--- config.mk ---
export PLATFORM = sky130hd
export DESIGN_NAME = rgb_to_yuv_encoder_flat
export DESIGN_NICKNAME = d
export VERILOG_FILES = /design/src/rtl/rgb_to_yuv_encoder_if.sv /design/src/rtl/rgb_to_yuv_encoder.sv /design/src/flat_wrapper.sv
export SDC_FILE = /design/constraint.sdc
export NUM_CORES = 1
export LEC_CHECK = 0
export ABC_AREA = 1
export BUFFER_PORTS_ARGS = -buffer_cell sky130_fd_sc_hd__buf_2
export CAP_MARGIN = 20
export CORE_MARGIN = 2
export CORE_UTILIZATION = 43
export DETAILED_ROUTE_END_ITERATION = 6
export PLACE_DENSITY_LB_ADDON = 0.05
export SLEW_MARGIN = 20
export SYNTH_ARGS = -nofsm -noshare
export SYNTH_HDL_FRONTEND = slang
export SYNTH_SLANG_ARGS = --single-unit
--- constraint.sdc ---
create_clock -name Clock -period 9 [get_ports Clock]
set_input_delay 0.9 -clock Clock [delete_from_list [all_inputs] [get_ports Clock]]
set_output_delay 0.9 -clock Clock [all_outputs]
set_load 0.005 [all_outputs]
--- src/rtl/rgb_to_yuv_encoder_if.sv ---
// SRAM port bundle shared by the milestone engines.
// The master drives address, write data and the active-low write enable.
// The slave (the SRAM or its model) returns read data two edges after an
// address is registered.
interface rgb_to_yuv_encoder_if;
  logic [17:0] SRAM_address;
  logic [15:0] SRAM_read_data;
  logic [15:0] SRAM_write_data;
  logic        SRAM_we_n;

  modport master (
    output SRAM_address,
    output SRAM_write_data,
    output SRAM_we_n,
    input  SRAM_read_data
  );

  modport slave (
    input  SRAM_address,
    input  SRAM_write_data,
    input  SRAM_we_n,
    output SRAM_read_data
  );
endinterface

--- src/rtl/rgb_to_yuv_encoder.sv ---
// RGB -> YUV (BT.601 integer) encoder with 2:1 horizontal chroma decimation.
// Works on groups of 4 pixels (6 packed RGB words in, 4 words out) in a
// fixed 16-cycle schedule: 6 address cycles, 2 read-latency cycles,
// 4 conversion cycles (one pixel each) and 4 write cycles.
// Build option: define ENC_UV_AVG_EN for rounding-average chroma decimation;
// without it the even pixel's chroma is kept and the odd pixel's is dropped.
module rgb_to_yuv_encoder #(
  parameter logic [17:0] Y_BASE     = 18'd0,
  parameter logic [17:0] U_BASE     = 18'd38400,
  parameter logic [17:0] V_BASE     = 18'd57600,
  parameter logic [17:0] RGB_BASE   = 18'd146944,
  parameter int          NUM_PIXELS = 76800
) (
  input  logic                        Clock,
  input  logic                        Resetn,
  input  logic                        Enable,
  rgb_to_yuv_encoder_if.master        sram,
  output logic                        Done
);

  typedef enum logic [4:0] {
    S_IDLE,
    S_RD0, S_RD1, S_RD2, S_RD3, S_RD4, S_RD5,
    S_RDW0, S_RDW1,
    S_CONV0, S_CONV1, S_CONV2, S_CONV3,
    S_WR_Y0, S_WR_Y1, S_WR_U, S_WR_V,
    S_DONE
  } state_t;

  localparam logic [17:0] LAST_G = 18'(NUM_PIXELS / 4 - 1);

`ifdef ENC_UV_AVG_EN
  localparam int CHROMA_N = 4;
`else
  localparam int CHROMA_N = 2;
`endif

  state_t      state_q;
  logic [17:0] g_q;
  logic [15:0] w_q [0:5];
  logic [7:0]  y_q [0:3];
  logic [7:0]  u_q [0:CHROMA_N-1];
  logic [7:0]  v_q [0:CHROMA_N-1];

  logic [1:0]  conv_idx_s;
  logic [7:0]  pix_r_s, pix_g_s, pix_b_s;
  logic signed [17:0] rs_s, gs_s, bs_s;
  logic signed [17:0] y_sum_s, u_sum_s, v_sum_s;
  logic [7:0]  y_pix_s, u_pix_s, v_pix_s;
  logic [7:0]  ud01_s, ud23_s, vd01_s, vd23_s;
  logic [17:0] rgb_addr_s, y_addr_s, u_addr_s, v_addr_s;

`ifdef ENC_UV_AVG_EN
  // Rounding average of two chroma samples; 9-bit sum so 255+255+1 cannot wrap.
  function automatic logic [7:0] chroma_avg(input logic [7:0] even_c, input logic [7:0] odd_c);
    return 8'(({1'b0, even_c} + {1'b0, odd_c} + 9'd1) >> 4'd1);
  endfunction

  assign ud01_s = chroma_avg(u_q[0], u_q[1]);
  assign ud23_s = chroma_avg(u_q[2], u_q[3]);
  assign vd01_s = chroma_avg(v_q[0], v_q[1]);
  assign vd23_s = chroma_avg(v_q[2], v_q[3]);
`else
  assign ud01_s = u_q[0];
  assign ud23_s = u_q[1];
  assign vd01_s = v_q[0];
  assign vd23_s = v_q[1];
`endif

  assign rgb_addr_s = RGB_BASE + (g_q * 18'd6);
  assign y_addr_s   = Y_BASE + (g_q * 18'd2);
  assign u_addr_s   = U_BASE + g_q;
  assign v_addr_s   = V_BASE + g_q;

  // Pixel index being converted, derived from the conversion state.
  always_comb begin
    conv_idx_s = 2'd0;
    case (state_q)
      S_CONV1: conv_idx_s = 2'd1;
      S_CONV2: conv_idx_s = 2'd2;
      S_CONV3: conv_idx_s = 2'd3;
      default: conv_idx_s = 2'd0;
    endcase
  end

  // Unpack R, G, B of the selected pixel from the six captured words.
  always_comb begin
    pix_r_s = 8'd0;
    pix_g_s = 8'd0;
    pix_b_s = 8'd0;
    case (conv_idx_s)
      2'd0: begin pix_r_s = w_q[0][15:8]; pix_g_s = w_q[0][7:0];  pix_b_s = w_q[1][15:8]; end
      2'd1: begin pix_r_s = w_q[1][7:0];  pix_g_s = w_q[2][15:8]; pix_b_s = w_q[2][7:0];  end
      2'd2: begin pix_r_s = w_q[3][15:8]; pix_g_s = w_q[3][7:0];  pix_b_s = w_q[4][15:8]; end
      2'd3: begin pix_r_s = w_q[4][7:0];  pix_g_s = w_q[5][15:8]; pix_b_s = w_q[5][7:0];  end
      default: begin pix_r_s = 8'd0; pix_g_s = 8'd0; pix_b_s = 8'd0; end
    endcase
  end

  // Signed colour-space arithmetic; the floor shift matters for negative U/V sums.
  assign rs_s    = signed'({10'd0, pix_r_s});
  assign gs_s    = signed'({10'd0, pix_g_s});
  assign bs_s    = signed'({10'd0, pix_b_s});
  assign y_sum_s = 18'sd66 * rs_s + 18'sd129 * gs_s + 18'sd25 * bs_s + 18'sd128;
  assign u_sum_s = 18'sd128 - 18'sd38 * rs_s - 18'sd74 * gs_s + 18'sd112 * bs_s;
  assign v_sum_s = 18'sd128 + 18'sd112 * rs_s - 18'sd94 * gs_s - 18'sd18 * bs_s;
  assign y_pix_s = 8'((y_sum_s >>> 4'd8) + 18'sd16);
  assign u_pix_s = 8'((u_sum_s >>> 4'd8) + 18'sd128);
  assign v_pix_s = 8'((v_sum_s >>> 4'd8) + 18'sd128);

  // Main sequencer: drives the SRAM port, captures reads and holds results.
  always_ff @(posedge Clock or negedge Resetn) begin
    if (!Resetn) begin
      state_q              <= S_IDLE;
      g_q                  <= 18'd0;
      sram.SRAM_address    <= 18'd0;
      sram.SRAM_write_data <= 16'd0;
      sram.SRAM_we_n       <= 1'b1;
      Done                 <= 1'b0;
      for (int i = 0; i < 6; i++) w_q[i] <= 16'd0;
      for (int i = 0; i < 4; i++) y_q[i] <= 8'd0;
      for (int i = 0; i < CHROMA_N; i++) begin
        u_q[i] <= 8'd0;
        v_q[i] <= 8'd0;
      end
    end else begin
      case (state_q)
        S_IDLE: begin
          sram.SRAM_we_n <= 1'b1;
          Done           <= 1'b0;
          g_q            <= 18'd0;
          if (Enable) state_q <= S_RD0;
        end
        S_RD0: begin
          sram.SRAM_address <= rgb_addr_s;
          sram.SRAM_we_n    <= 1'b1;
          state_q           <= S_RD1;
        end
        S_RD1: begin
          sram.SRAM_address <= rgb_addr_s + 18'd1;
          state_q           <= S_RD2;
        end
        S_RD2: begin
          sram.SRAM_address <= rgb_addr_s + 18'd2;
          w_q[0]            <= sram.SRAM_read_data;
          state_q           <= S_RD3;
        end
        S_RD3: begin
          sram.SRAM_address <= rgb_addr_s + 18'd3;
          w_q[1]            <= sram.SRAM_read_data;
          state_q           <= S_RD4;
        end
        S_RD4: begin
          sram.SRAM_address <= rgb_addr_s + 18'd4;
          w_q[2]            <= sram.SRAM_read_data;
          state_q           <= S_RD5;
        end
        S_RD5: begin
          sram.SRAM_address <= rgb_addr_s + 18'd5;
          w_q[3]            <= sram.SRAM_read_data;
          state_q           <= S_RDW0;
        end
        S_RDW0: begin
          w_q[4]  <= sram.SRAM_read_data;
          state_q <= S_RDW1;
        end
        S_RDW1: begin
          w_q[5]  <= sram.SRAM_read_data;
          state_q <= S_CONV0;
        end
        S_CONV0, S_CONV1, S_CONV2, S_CONV3: begin
          y_q[conv_idx_s] <= y_pix_s;
`ifdef ENC_UV_AVG_EN
          u_q[conv_idx_s] <= u_pix_s;
          v_q[conv_idx_s] <= v_pix_s;
`else
          if (!conv_idx_s[0]) begin
            u_q[conv_idx_s[1]] <= u_pix_s;
            v_q[conv_idx_s[1]] <= v_pix_s;
          end
`endif
          if (state_q == S_CONV3) state_q <= S_WR_Y0;
          else                    state_q <= state_t'(state_q + 5'd1);
        end
        S_WR_Y0: begin
          sram.SRAM_address    <= y_addr_s;
          sram.SRAM_write_data <= {y_q[0], y_q[1]};
          sram.SRAM_we_n       <= 1'b0;
          state_q              <= S_WR_Y1;
        end
        S_WR_Y1: begin
          sram.SRAM_address    <= y_addr_s + 18'd1;
          sram.SRAM_write_data <= {y_q[2], y_q[3]};
          sram.SRAM_we_n       <= 1'b0;
          state_q              <= S_WR_U;
        end
        S_WR_U: begin
          sram.SRAM_address    <= u_addr_s;
          sram.SRAM_write_data <= {ud01_s, ud23_s};
          sram.SRAM_we_n       <= 1'b0;
          state_q              <= S_WR_V;
        end
        S_WR_V: begin
          sram.SRAM_address    <= v_addr_s;
          sram.SRAM_write_data <= {vd01_s, vd23_s};
          sram.SRAM_we_n       <= 1'b0;
          if (g_q == LAST_G) begin
            Done    <= 1'b1;
            state_q <= S_DONE;
          end else begin
            g_q     <= g_q + 18'd1;
            state_q <= S_RD0;
          end
        end
        S_DONE: begin
          sram.SRAM_we_n <= 1'b1;
          if (!Enable) begin
            Done    <= 1'b0;
            g_q     <= 18'd0;
            state_q <= S_IDLE;
          end
        end
        default: begin
          sram.SRAM_we_n <= 1'b1;
          Done           <= 1'b0;
          state_q        <= S_IDLE;
        end
      endcase
    end
  end

endmodule
--- src/flat_wrapper.sv ---
// flat-port wrapper written by rule: the top's interface ports become plain ports
module rgb_to_yuv_encoder_flat 
#(
  parameter logic [17:0] Y_BASE     = 18'd0,
  parameter logic [17:0] U_BASE     = 18'd38400,
  parameter logic [17:0] V_BASE     = 18'd57600,
  parameter logic [17:0] RGB_BASE   = 18'd146944,
  parameter int          NUM_PIXELS = 76800
)
  (Clock, Resetn, Enable, Done, sram_SRAM_address, sram_SRAM_write_data, sram_SRAM_we_n, sram_SRAM_read_data);
  rgb_to_yuv_encoder_if sram_i ();
  input  logic Clock;
  input  logic Resetn;
  input  logic Enable;
  output logic Done;
  output wire logic [$bits(sram_i.SRAM_address)-1:0] sram_SRAM_address;
  output wire logic [$bits(sram_i.SRAM_write_data)-1:0] sram_SRAM_write_data;
  output wire logic [$bits(sram_i.SRAM_we_n)-1:0] sram_SRAM_we_n;
  input wire logic [$bits(sram_i.SRAM_read_data)-1:0] sram_SRAM_read_data;
  assign sram_SRAM_address = sram_i.SRAM_address;
  assign sram_SRAM_write_data = sram_i.SRAM_write_data;
  assign sram_SRAM_we_n = sram_i.SRAM_we_n;
  assign sram_i.SRAM_read_data = sram_SRAM_read_data;
  rgb_to_yuv_encoder #(.Y_BASE(Y_BASE), .U_BASE(U_BASE), .V_BASE(V_BASE), .RGB_BASE(RGB_BASE), .NUM_PIXELS(NUM_PIXELS)) u_core (.Clock(Clock), .Resetn(Resetn), .Enable(Enable), .sram(sram_i), .Done(Done));
endmodule
* Yosys cells after proc, flatten, opt, wreduce, memory -nomap -nowiden
Index checks and enable logic that the tools add are counted.
** Word-level totals
- Bits in registers :: 219
- Output and inout bits :: 36
- Word-level logic and storage cells :: 126
** Operators by class
- Bitwise logic cells :: 4
- Equal/unequal tests :: 25
- Muxes and demuxes :: 25
- Multiply operators :: 10
- Magnitude comparators :: 4
- Reduce and logical (&&, ||, !) cells :: 15
- Add/subtract/negate cells :: 23
** Operator list (number)
- 18-bit case mux with 10 select lines :: 1
- 8-bit case mux with 4 select lines :: 3
- 5-bit case mux with 15 select lines :: 1
- 16-bit case mux with 4 select lines :: 1
- 18-bit by 1-bit adder with 18-bit output, second input constant :: 3
- 18-bit case mux with 3 select lines :: 1
- 16-bit adder :: 3
- 16-bit subtractor :: 3
- 6-bit by 8-bit multiplier with 14-bit output, first input constant :: 3
- 5-bit by 4-bit == test with 1-bit output, second input constant :: 8
- 16-bit by 18-bit adder with 18-bit output, first input constant :: 2
- 18-bit by 2-bit adder with 18-bit output, second input constant :: 2
- 18-bit by 3-bit adder with 18-bit output, second input constant :: 2
- 18-bit two-way mux :: 2
- 16-bit bitwise mux :: 2
- 32-bit bitwise mux :: 1
- 5-bit by 8-bit multiplier with 13-bit output, first input constant :: 2
- 3-bit by 8-bit multiplier with 11-bit output, first input constant :: 2
- 5-bit by 3-bit == test with 1-bit output, second input constant :: 4
- 5-bit two-way mux :: 4
- 18-bit adder, first input constant :: 1
- 18-bit by 15-bit == test with 1-bit output, second input constant :: 1
- 18-bit by 2-bit multiplier with 17-bit output, second input constant :: 1
- 16-bit by 9-bit adder with 16-bit output, second input constant :: 1
- other kinds (39) :: 52

* Logic depth before layout (Yosys ltp)
Gate-level depths: netlist (run 1).
- Word-level depth :: 10
- Mapped depth :: 44
- Mapped depth without buffers :: 44

* Least setup slack after synthesis (run 1)
No wires, ideal clock.
- Path type :: reg-to-reg
- Start point :: register u_core.state_q[0]
- End point :: register u_core.y_q[30] in the netlist's numbering
- Cell stages (with the launch flop) :: 44
- Arrival time :: 7431 ps
- Required time :: 8872 ps
- Setup time :: 128 ps
- Slack :: 1441 ps
- Cell sequence :: dfrtp_1 inv_1 ha_1 nand2_4 inv_1 a21oi_4 nor2_1 clkbuf_1 buf_1 nand2_1 nand3_1 o21ai_0 inv_1 ha_1 ha_1 inv_1 fa_1 inv_1 [8 not listed] nand2_1 xor2_1 fa_1 inv_1 fa_1 inv_1 ha_1 a21oi_1 o21ai_0 a21oi_1 nand2_1 or2_1 nand2_1 inv_1 ha_1 or2_1 nand3_1 o21ai_1
** Between the ends
- Cells in the longest elaborated chain, start to end :: 10
- Elaborated cells on any way between the ends :: 27
- Those cells by class :: add/sub (4); mul (3); order compare (2); eq/ne (7); mux (7); bitwise (1); reduce/logical (3)
** Ends and longest elaborated chain
- start, declared :: RTL line rgb_to_yuv_encoder.sv:38 : state_t state_q;
- start signal, assigned :: RTL line rgb_to_yuv_encoder.sv:183 : else state_q <= state_t'(state_q + 5'd1);
- 5-bit by 4-bit == test with 1-bit output :: RTL line rgb_to_yuv_encoder.sv:78, rgb_to_yuv_encoder.sv:127
- 2-bit case mux with 3 select lines :: RTL line rgb_to_yuv_encoder.sv:78 : case (state_q)
- 2-bit == test, or another cell as far along :: RTL line rgb_to_yuv_encoder.sv:91 : case (conv_idx_s)
- 8-bit case mux with 4 select lines :: RTL line rgb_to_yuv_encoder.sv:91
- 8-bit by 8-bit multiplier with 16-bit output / 6-bit by 8-bit multiplier with 14-bit output (equally long branches) :: RTL line rgb_to_yuv_encoder.sv:104 : assign y_sum_s = 18'sd66 * rs_s + 18'sd129 * gs_s + 18'sd25 * bs_s + 18'sd128;
- 16-bit adder (2 in series) :: RTL line rgb_to_yuv_encoder.sv:104
- 16-bit by 9-bit adder with 16-bit output :: RTL line rgb_to_yuv_encoder.sv:104
- 8-bit by 6-bit adder with 8-bit output :: RTL line rgb_to_yuv_encoder.sv:107 : assign y_pix_s = 8'((y_sum_s >>> 4'd8) + 18'sd16);
- 32-bit bitwise mux :: RTL line rgb_to_yuv_encoder.sv:172 : y_q[conv_idx_s] <= y_pix_s;
- end signal, assigned by index :: RTL line rgb_to_yuv_encoder.sv:172
- end, declared :: RTL line rgb_to_yuv_encoder.sv:41 : logic [7:0] y_q [0:3];
Several ways; a longest one is shown, not always the timed one.
A chain may end at the register's enable or synchronous reset.

* Worst setup path in the final report (run 1)
- Start point :: register u_core.state_q[0]
- End point :: register u_core.v_q, in the netlist u_core.vd01_s[6]
** Between the ends
- Cells in the longest elaborated chain, start to end :: 10
- Elaborated cells on any way between the ends :: 29
- Those cells by class :: add/sub (4); mul (3); order compare (2); eq/ne (7); mux (7); bitwise (2); reduce/logical (4)
** Ends and longest elaborated chain
- 5-bit by 4-bit == test with 1-bit output :: RTL line rgb_to_yuv_encoder.sv:78, rgb_to_yuv_encoder.sv:127
- 2-bit case mux with 3 select lines :: RTL line rgb_to_yuv_encoder.sv:78
- 2-bit == test, or another cell as far along :: RTL line rgb_to_yuv_encoder.sv:91
- 8-bit case mux with 4 select lines :: RTL line rgb_to_yuv_encoder.sv:91
- 3-bit by 8-bit multiplier with 11-bit output :: RTL line rgb_to_yuv_encoder.sv:106 : assign v_sum_s = 18'sd128 + 18'sd112 * rs_s - 18'sd94 * gs_s - 18'sd18 * bs_s;
- 9-bit by 16-bit adder with 16-bit output :: RTL line rgb_to_yuv_encoder.sv:106
- 16-bit subtractor (2 in series) :: RTL line rgb_to_yuv_encoder.sv:106
- 8-bit adder :: RTL line rgb_to_yuv_encoder.sv:109 : assign v_pix_s = 8'((v_sum_s >>> 4'd8) + 18'sd128);
- 16-bit bitwise mux :: RTL line rgb_to_yuv_encoder.sv:179 : v_q[conv_idx_s[1]] <= v_pix_s;
- end signal, assigned by index :: RTL line rgb_to_yuv_encoder.sv:179
- end, declared :: RTL line rgb_to_yuv_encoder.sv:43 : logic [7:0] v_q [0:CHROMA_N-1];
Several ways; a longest one is shown, not always the timed one.

==> flow_summary_export.csv, run 1 <==
group,metric,value,unit
worst_setup_path,arrival,8.63,ns
worst_setup_path,crit_path_frequent_cell,"inv_1",
floorplan,die_x,217,microns
worst_setup_path,cp_num_buf_inv,11,
run,drv_cap,0,
sta,worstMarginPinSlew,1.03,ns
run_status,outcome,"finished clean",
cts,clkLatencyLatePin,0.57,ns
yosys,synth_area_leaders,"dfrtp_1 (28%), ha_1 (17%), nand2_1 (9.7%), fa_1 (8.3%), inv_1 (7.5%)",
cts,htreeDepth,1,
cells_and_area,fin_util,48.6,%
floorplan,fp.coreArea,44500,sq um
global_routing,grt_pass1_vias,16500,
yosys,yosysMostFrequentCell,"nand2_1",
worst_setup_path,cp_top_family,"adder cells",
sta,tns,0,ns
worst_hold_path,hold_class,"primary input to async pin",
sta,setup_viol,0,
drt,drt_drc_violations_left,0,
yosys,synth_largest_area_cell,"dfrtp_1",
cts,cts_buffers,27,
global_routing,grt_usage,25.3,%
worst_setup_path,r2r_start,"u_core.state_q[0]$_DFFE_PN0P_",
floorplan,die_h,217,microns
worst_setup_path,cpPeakStageDelay,0.53,ns
drt,wl,58.5,mm
place,portBuffers,54,
worst_setup_path,cp_max_fo,10,
cells_and_area,instances_no_fill,3170,
global_routing,grt_pass1_wl,93.0,mm
place,post-place-cells,3120,
sta,worst_slew_margin_rel,30.6,%
yosys,netlist_top_cells_count,"nand2_1 (502), inv_1 (389), ha_1 (271)",
cts,clkSlewWorstSetupHoldPaths,0.06,ns
worst_setup_path,path_class,"flop to flop",
cells_and_area,diodes,0,
floorplan,ios,55,
yosys,synth-async-reset-ratio,100,%
floorplan,rows,77,
sta,finClkSkew,0.0426,ns
cts,cts_root_buffer,"clkbuf_16",
global_routing,grt.overflow.total,0,
drt,avgViaCountPerCell,5.27,
worst_setup_path,reg2reg_depth,40,
sta,slew_violations,0,
cts,cts.repair.resized,0,
place,place.gp.congestion,0.932,
drt,drtAntennaViolNets,0,
sta,finalHoldViolations,0,
cells_and_area,fillers,4448,
yosys,ys_ff_latch,219,
cells_and_area,nNetsFinal,2929,
worst_setup_path,reg2reg_to,"u_core.vd01_s[6]$_DFFE_PN0P_",
worst_setup_path,cp.required,9.40,ns
sta,period_share,91.4,%
cells_and_area,drive_above_1_share,8.53,%
drt,drtPass1Iterations,5,
sta,final.min_clock_period,8.22,ns
global_routing,grt_max_degree,135,
worst_setup_path,cp-end-kind,"flop",
drt,drtIter0Drc,1226,
cells_and_area,area_growth,11.1,%
floorplan,dieArea,47000,sq um
place,hpwl,46.4,mm
cts,cts_hold_buffers,0,
sta,grt_setup_unrepaired,"false",
yosys,syn_inst,2485,
cts,cts_tree,"yes",
yosys,synth_seq_area_share,28.1,%
sta,clock.fmax,0.122,GHz
worst_setup_path,critPathLaunchType,"flop",
yosys,synth_area_per_cell,7.84,sq um
yosys,ys.flop_type,"dfrtp_1",
global_routing,antenna_found_initial,0,
yosys,yosysWarningCount,0,
yosys,synth_top_area_share,28.0,%
floorplan,start_util,43.8,%
drt,vias,16700,
yosys,syn-num-nets,2856,
cells_and_area,fin_area,21600,sq um
cts,cts.sinks,219,
yosys,synth_edf_count,0,
yosys,synth.distinct_cells,59,
cts,postCtsSetupBuffers,0,
place,post_dp_cell_area,20600,sq um
yosys,syn-cell-area,19500,sq um
worst_setup_path,cpMaxStageDelayCell,"fa_1",
cts,clockBufferDepth,3,
drt,routedWlPerCell,18.5,microns
worst_setup_path,rrSetupSlack,0.78,ns
[per-layer routing]
metal | share of wire (%) | vias up | wire length (microns) | global-route usage (%)
met4 | 2.6 | 0 | 1550 | 6.71
met2 | 45 | 415 | 26000 | 40.6
met5 | 0 | - | 0 | 0
met1 | 48 | 7933 | 28200 | 36.3
li1 | - | 8284 | - | -
met3 | 4.7 | 83 | 2730 | 2.61
[registers in the layout, summed over array words and instances (netlist names)]
| register | count |
|---|---|
| u_core.g_q | 18 |
| u_core.Done | 1 |
| u_core.y_q | 32 |
| u_core.state_q | 5 |
| u_core.sram.SRAM_we_n | 1 |
| u_core.vd23_s | 8 |
| u_core.vd01_s | 8 |
| u_core.ud01_s | 8 |
| u_core.w_q | 96 |
| u_core.ud23_s | 8 |
| u_core.sram.SRAM_write_data | 16 |
| u_core.sram.SRAM_address | 18 |
[cell type report]
type	instances	area (sq um)	share of cell area [%]
Clock buffer	37	773	3.57
Clock inverter	12	229	1.06
Inverter	413	1550	7.16
Multi-Input combinational cell	1797	12200	56.5
Sequential cell	219	5480	25.3
Tap cell	592	741	3.42
Timing Repair Buffer	100	642	2.96
[through the flow]
step	hold WS (ns)	setup slack, ns
floorplan	0.444	1.44
detailed placement	0.464	0.913
CTS	0.391	0.829
global route	0.409	0.141
global placement	0.461	1.08
finish	0.376	0.775
[cell usage in the layout (no fill, tap or decap), drive strengths merged, types with 2 or more instances in the layout]
cell type / Yosys / routed
nand2: 516 / 516
inv: 411 / 412
ha: 271 / 271
o21ai: 270 / 270
dfrtp: 218 / 218
a21oi: 145 / 145
nor2: 145 / 145
nand3: 129 / 129
buf: 12 / 100
fa: 81 / 81
xor2: 54 / 54
clkbuf: 44 / 37
xnor2: 28 / 28
nand4: 21 / 21
a221oi: 19 / 19
nor3: 18 / 18
o22ai: 14 / 14
or2: 12 / 12
a21o: 9 / 9
o21bai: 9 / 9
o211ai: 7 / 7
clkinv: 2 / 7
o2111ai: 6 / 6
bufinv: 0 / 6
o21a: 5 / 5
a31oi: 5 / 5
a22oi: 4 / 4
o31ai: 4 / 4
a41oi: 4 / 4
nor4: 3 / 3
a22o: 3 / 3
and2: 3 / 3
o221ai: 2 / 2
nand3b: 2 / 2
o22a: 2 / 2
a21boi: 2 / 2
[logic make-up (layout without fill, tap and decap cells)]
| group | count (synthesis) | after routing | share of synthesized area [%] |
|---|---|---|---|
| flip-flops | 219 | 219 | 28.1 |
| adder cells (fa/ha/maj) | 352 | 352 | 25.7 |
| XOR/XNOR | 82 | 82 | 3.80 |
| AO/OA/AOI/OAI | 514 | 514 | 14.8 |
| AND/OR/NAND/NOR | 849 | 849 | 18.5 |
| buffers and inverters | 469 | 562 | 9.09 |
[worst max-delay path by stage]
| stage | startpoint | end | cells after the start |
|---|---|---|---|
| floorplan | u_core.state_q[0]$_DFFE_PN0P_ | u_core.y_q[30]$_DFFE_PN0P_ | 43 |
| global route | u_core.state_q[0]$_DFFE_PN0P_ | u_core.vd01_s[6]$_DFFE_PN0P_ | 42 |
| CTS | u_core.state_q[0]$_DFFE_PN0P_ | u_core.vd01_s[6]$_DFFE_PN0P_ | 42 |
| global placement | u_core.state_q[0]$_DFFE_PN0P_ | u_core.y_q[30]$_DFFE_PN0P_ | 42 |
| detailed placement | u_core.state_q[0]$_DFFE_PN0P_ | u_core.y_q[30]$_DFFE_PN0P_ | 42 |
| finish | u_core.state_q[0]$_DFFE_PN0P_ | u_core.vd01_s[6]$_DFFE_PN0P_ | 40 |
Power of run 1 is not shown: default switching activity piles up to over one toggle a cycle in this logic, so the estimate is an artifact.
==> run 2: changes to the inputs <==
--- a/config.mk
+++ b/config.mk
@@ -8,6 +8,8 @@
 export ABC_AREA = 1
 export BUFFER_PORTS_ARGS = -buffer_cell sky130_fd_sc_hd__buf_2
 export CAP_MARGIN = 20
+export CELL_PAD_IN_SITES_DETAIL_PLACEMENT = 0
+export CELL_PAD_IN_SITES_GLOBAL_PLACEMENT = 1
 export CORE_MARGIN = 2
 export CORE_UTILIZATION = 43
 export DETAILED_ROUTE_END_ITERATION = 6
==> constraint.sdc (replaced) <==
create_clock -name Clock -period 9.29 [get_ports Clock]
set_input_delay 0.929 -clock Clock [delete_from_list [all_inputs] [get_ports Clock]]
set_output_delay 0.929 -clock Clock [all_outputs]
set_load 0.005 [all_outputs]
==> flow_summary_export.csv, run 2 (synthesized netlist as in run 1, its figures left out) <==
group,metric,value,unit
floorplan,ios,55,
sta,grt_setup_unrepaired,"false",
cells_and_area,top_register,"u_core.w_q",
floorplan,die_h,217,microns
sta,worst_slew_margin_rel,29.8,%
worst_setup_path,rrSetupSlack,0.81,ns
cts,cts_hold_buffers,0,
global_routing,antenna_found_initial,0,
worst_setup_path,path_class,"flop to flop",
place,portBuffers,54,
worst_setup_path,cp-end-kind,"flop",
drt,wl,57.8,mm
floorplan,dieArea,47000,sq um
floorplan,die_x,217,microns
drt,drtPass1Iterations,5,
sta,slew_violations,0,
worst_setup_path,r2r_start,"u_core.state_q[0]$_DFFE_PN0P_",
floorplan,rows,77,
cts,cts_root_buffer,"clkbuf_16",
sta,period_share,91.3,%
cells_and_area,largest_reg_flops,96,
global_routing,grt_max_degree,96,
global_routing,grt_pass1_wl,92.8,mm
cells_and_area,drive_above_1_share,8.07,%
global_routing,grt_pass1_vias,16600,
worst_setup_path,arrival,8.92,ns
place,hpwl,45.5,mm
run,drv_cap,0,
cts,cts.sinks,219,
floorplan,start_util,43.8,%
sta,finClkSkew,0.0367,ns
cells_and_area,final_common_cell,"nand2_1",
worst_setup_path,reg2reg_depth,43,
sta,final.min_clock_period,8.48,ns
cts,postCtsSetupBuffers,0,
worst_hold_path,hold_class,"primary input to async pin",
worst_setup_path,cpMaxStageDelayCell,"fa_1",
cts,clkLatencyLatePin,0.58,ns
cts,clockBufferDepth,3,
sta,worstMarginPinSlew,1.05,ns
cts,htreeDepth,1,
worst_setup_path,cp_max_fo,14,
drt,drtAntennaViolNets,0,
cells_and_area,reg_top3,"u_core.w_q: 96 flops, u_core.y_q: 32 flops",
worst_setup_path,critPathLaunchType,"flop",
drt,drtIter0Drc,1071,
cts,cts_tree,"yes",
run_status,outcome,"finished clean",
sta,setup_viol,0,
sta,tns,0,ns
global_routing,grt.overflow.total,0,
worst_setup_path,cpPeakStageDelay,0.54,ns
global_routing,grt_usage,25.0,%
sta,clock.fmax,0.118,GHz
cells_and_area,mostFrequentLayoutCells,"nand2_1 (502), inv_1 (389), ha_1 (271), o21ai_0 (257), dfrtp_1 (218)",
worst_setup_path,reg2reg_to,"u_core.y_q[30]$_DFFE_PN0P_",
cells_and_area,area_growth,10.2,%
cells_and_area,diodes,0,
worst_setup_path,crit_path_frequent_cell,"inv_1",
sta,finalHoldViolations,0,
worst_setup_path,cp.required,9.72,ns
drt,vias,16600,
drt,drt_drc_violations_left,0,
cells_and_area,fillers,4566,
place,place.gp.congestion,0.873,
cts,clkSlewWorstSetupHoldPaths,0.06,ns
drt,avgViaCountPerCell,5.24,
floorplan,fp.coreArea,44500,sq um
cells_and_area,nNetsFinal,2914,
cts,cts_buffers,28,
drt,routedWlPerCell,18.3,microns
==> run 2: cell type report <==
type | instances | area (sq um) | area share (%)
Clock buffer | 38 | 798 | 3.72
Clock inverter | 14 | 153 | 0.711
Inverter | 413 | 1550 | 7.22
Multi-Input combinational cell | 1797 | 12200 | 57.0
Sequential cell | 219 | 5480 | 25.5
Tap cell | 592 | 741 | 3.45
Timing Repair Buffer | 84 | 513 | 2.39
==> run 2: repair_timing <==
action / 4_1_cts / 5_1_grt
endpoints found under the setup margin: 0 / 4
hold endpoints to repair: 0 / 0
resized for setup: 0 / 1
==> run 2: how the worst max path moves through the flow <==
stage / startpoint / endpoint / depth (start not counted) / slack, ns
floorplan: u_core.state_q[0]$_DFFE_PN0P_ / u_core.y_q[30]$_DFFE_PN0P_ / 43 / 1.73
global placement: u_core.state_q[0]$_DFFE_PN0P_ / u_core.y_q[22]$_DFFE_PN0P_ / 44 / 0.96
detailed placement: u_core.state_q[0]$_DFFE_PN0P_ / u_core.y_q[30]$_DFFE_PN0P_ / 43 / 0.80
CTS: u_core.state_q[0]$_DFFE_PN0P_ / u_core.y_q[30]$_DFFE_PN0P_ / 43 / 0.72
global route: u_core.state_q[0]$_DFFE_PN0P_ / u_core.y_q[30]$_DFFE_PN0P_ / 43 / 0.02
finish: u_core.state_q[0]$_DFFE_PN0P_ / u_core.y_q[30]$_DFFE_PN0P_ / 43 / 0.81
==> run 2: worst max-delay path, delay by kind of cell, from the launching register on <==
kind,cells,cell delay [ns]
buffers and inverters,10,1.06
AND/OR/NAND/NOR,16,2.17
XOR/XNOR,1,0.15
flip-flops,1,0.41
AO/OA/AOI/OAI,7,1.30
adder cells (fa/ha/maj),9,3.21
==> run 2: metal layers <==
| layer | global-route usage, % | vias to the layer above | wire, microns | part of all wire, % |
|---|---|---|---|---|
| li1 | - | 8269 | - | - |
| met1 | 34.7 | 7950 | 27800 | 48 |
| met2 | 42.5 | 267 | 27300 | 47 |
| met3 | 2.10 | 66 | 1660 | 2.9 |
| met4 | 5.73 | 0 | 1040 | 1.8 |
| met5 | 0 | - | 0 | 0 |
==> run 2: per-stage QoR <==
stage,hold slack (ns),utilization (%),instances,area [sq um],setup slack [ns]
floorplan,0.444,-,2485,19500,1.73
global placement,0.460,46.1,3104,20500,0.960
detailed placement,0.460,46.1,3104,20500,0.798
CTS,0.434,48.2,3156,21500,0.722
global route,0.456,48.2,3157,21500,0.0228
finish,0.417,48.2,3157,21500,0.808
Power of run 2 is left out for the same reason.
==> run 3: changes to the inputs <==
==> constraint.sdc (replaced) <==
create_clock -name Clock -period 9.29 [get_ports Clock]
set_input_delay 0.4645 -clock Clock [delete_from_list [all_inputs] [get_ports Clock]]
set_output_delay 0.4645 -clock Clock [all_outputs]
set_load 0.005 [all_outputs]
==> flow_summary_export.csv, run 3 (synthesized netlist as in run 1, its figures left out) <==
group,metric,value,unit
worst_hold_path,hold_class,"primary input to flop",
sta,finalHoldViolations,0,
worst_setup_path,cp_max_fo,14,
sta,setup_viol,0,
cts,clockBufferDepth,3,
place,hpwl,45.4,mm
global_routing,grt_pass1_vias,16500,
cts,postCtsSetupBuffers,0,
worst_setup_path,arrival,8.86,ns
global_routing,grt_pass1_wl,91.9,mm
drt,drtAntennaViolNets,0,
worst_setup_path,path_class,"flop to flop",
floorplan,die_x,217,microns
cells_and_area,mostFrequentLayoutCells,"nand2_1 (502), inv_1 (389), ha_1 (271), o21ai_0 (257), dfrtp_1 (218)",
drt,drt_drc_violations_left,0,
sta,slew_violations,0,
cts,cts_root_buffer,"clkbuf_16",
drt,drtPass1Iterations,5,
drt,drtIter0Drc,1055,
floorplan,ios,55,
floorplan,start_util,43.8,%
global_routing,antenna_found_initial,0,
cells_and_area,largest_reg_flops,96,
worst_setup_path,critPathLaunchType,"flop",
worst_setup_path,crit_path_frequent_cell,"inv_1",
drt,vias,16300,
cts,cts_tree,"yes",
drt,wl,57.5,mm
cells_and_area,diodes,0,
worst_setup_path,cp_top_family,"adder cells",
worst_setup_path,cp-end-kind,"flop",
worst_setup_path,cpPeakStageDelay,0.55,ns
worst_setup_path,cp_num_buf_inv,10,
place,place.gp.congestion,0.874,
cells_and_area,drive_above_1_share,7.77,%
run_status,outcome,"finished clean",
cells_and_area,final_common_cell,"nand2_1",
floorplan,rows,77,
cts,clkLatencyLatePin,0.58,ns
cells_and_area,fillers,4570,
global_routing,grt_usage,24.9,%
run,drv_cap,0,
global_routing,grt.overflow.total,0,
worst_setup_path,cp.required,9.72,ns
sta,clock.fmax,0.119,GHz
global_routing,grt_max_degree,86,
sta,final.min_clock_period,8.43,ns
cts,cts.sinks,219,
cts,clkSlewWorstSetupHoldPaths,0.06,ns
worst_setup_path,cpMaxStageDelayCell,"fa_1",
sta,finClkSkew,0.0476,ns
floorplan,fp.coreArea,44500,sq um
cts,htreeDepth,1,
cells_and_area,top_register,"u_core.w_q",
place,portBuffers,54,
cells_and_area,nNetsFinal,2915,
sta,period_share,90.7,%
drt,avgViaCountPerCell,5.17,
cells_and_area,area_growth,9.75,%
sta,tns,0,ns
floorplan,die_h,217,microns
sta,grt_setup_unrepaired,"false",
drt,routedWlPerCell,18.2,microns
sta,worstMarginPinSlew,0.993,ns
floorplan,dieArea,47000,sq um
sta,worst_slew_margin_rel,33.7,%
cells_and_area,reg_top3,"u_core.w_q: 96 flops, u_core.y_q: 32 flops",
cts,cts_buffers,27,
==> run 3: cell types whose count changed in the layout (fill, tap and decap cells not counted), moves of 2 or more <==
cell	previous run	this run
bufinv_16	2	0
clkinv_2	5	3
inv_6	4	2
clkbuf_1	4	8
==> run 3: path summary, 6_finish.rpt <==
kind                       cells past startpoint                                         end                                        from  slack, ns
max                                           43                  u_core.y_q[30]$_DFFE_PN0P_               u_core.state_q[0]$_DFFE_PN0P_       0.86
min                                            3                   u_core.w_q[4]$_DFFE_PN0P_                      sram_SRAM_read_data[4]       0.16
max reg2reg                                   43                  u_core.y_q[30]$_DFFE_PN0P_               u_core.state_q[0]$_DFFE_PN0P_       0.86
min reg2reg                                    2  u_core.sram.SRAM_write_data[2]$_DFFE_PN0N_  u_core.sram.SRAM_write_data[2]$_DFFE_PN0N_       0.47
max in group asynchronous                      4                   u_core.y_q[2]$_DFFE_PN0P_                                      Resetn       6.53
min in group asynchronous                      2  u_core.sram.SRAM_write_data[7]$_DFFE_PN0N_                                      Resetn       0.50
==> run 3: through the flow <==
step / hold slack (ns) / area [sq um] / utilization (%) / instances / setup slack, ns
floorplan: 0.169 / 19500 / - / 2485 / 1.73
global placement: 0.461 / 20500 / 46.1 / 3104 / 0.963
detailed placement: 0.462 / 20500 / 46.1 / 3104 / 0.821
CTS: 0.136 / 21400 / 48.0 / 3152 / 0.738
global route: 0.168 / 21400 / 48.0 / 3154 / 0.0706
finish: 0.160 / 21400 / 48.0 / 3154 / 0.861
==> run 3: worst register-to-register path, delay by kind of cell (launching register included) <==
kind	cells	cell delay [ns]
adder cells (fa/ha/maj)	9	3.22
AND/OR/NAND/NOR	16	2.15
AO/OA/AOI/OAI	7	1.28
buffers and inverters	10	1.06
flip-flops	1	0.41
XOR/XNOR	1	0.16
==> run 3: what timing repair did <==
action,CTS,global route
endpoints found under the setup margin,0,2
hold buffers,1,0
resized for setup,0,1
hold endpoints to repair,84,0
==> run 3: cell type report <==
cell class,instances,area [sq um],share of cell area [%]
repair buffers,86,534,2.50
multi-input cells,1797,12200,57.2
clock inverters,6,52.6,0.246
well taps,592,741,3.46
clock buffers,41,788,3.69
flip-flops and latches,219,5480,25.6
inverters,413,1550,7.25
==> run 3: metal layers <==
metal	part of all wire [%]	up-vias	GRT usage (%)
met4	2.3	0	6.44
met1	47	7734	34.0
li1	-	8261	-
met5	0	-	0
met3	3.7	67	3.13
met2	47	254	41.9
Power of run 3 is left out for the same reason.
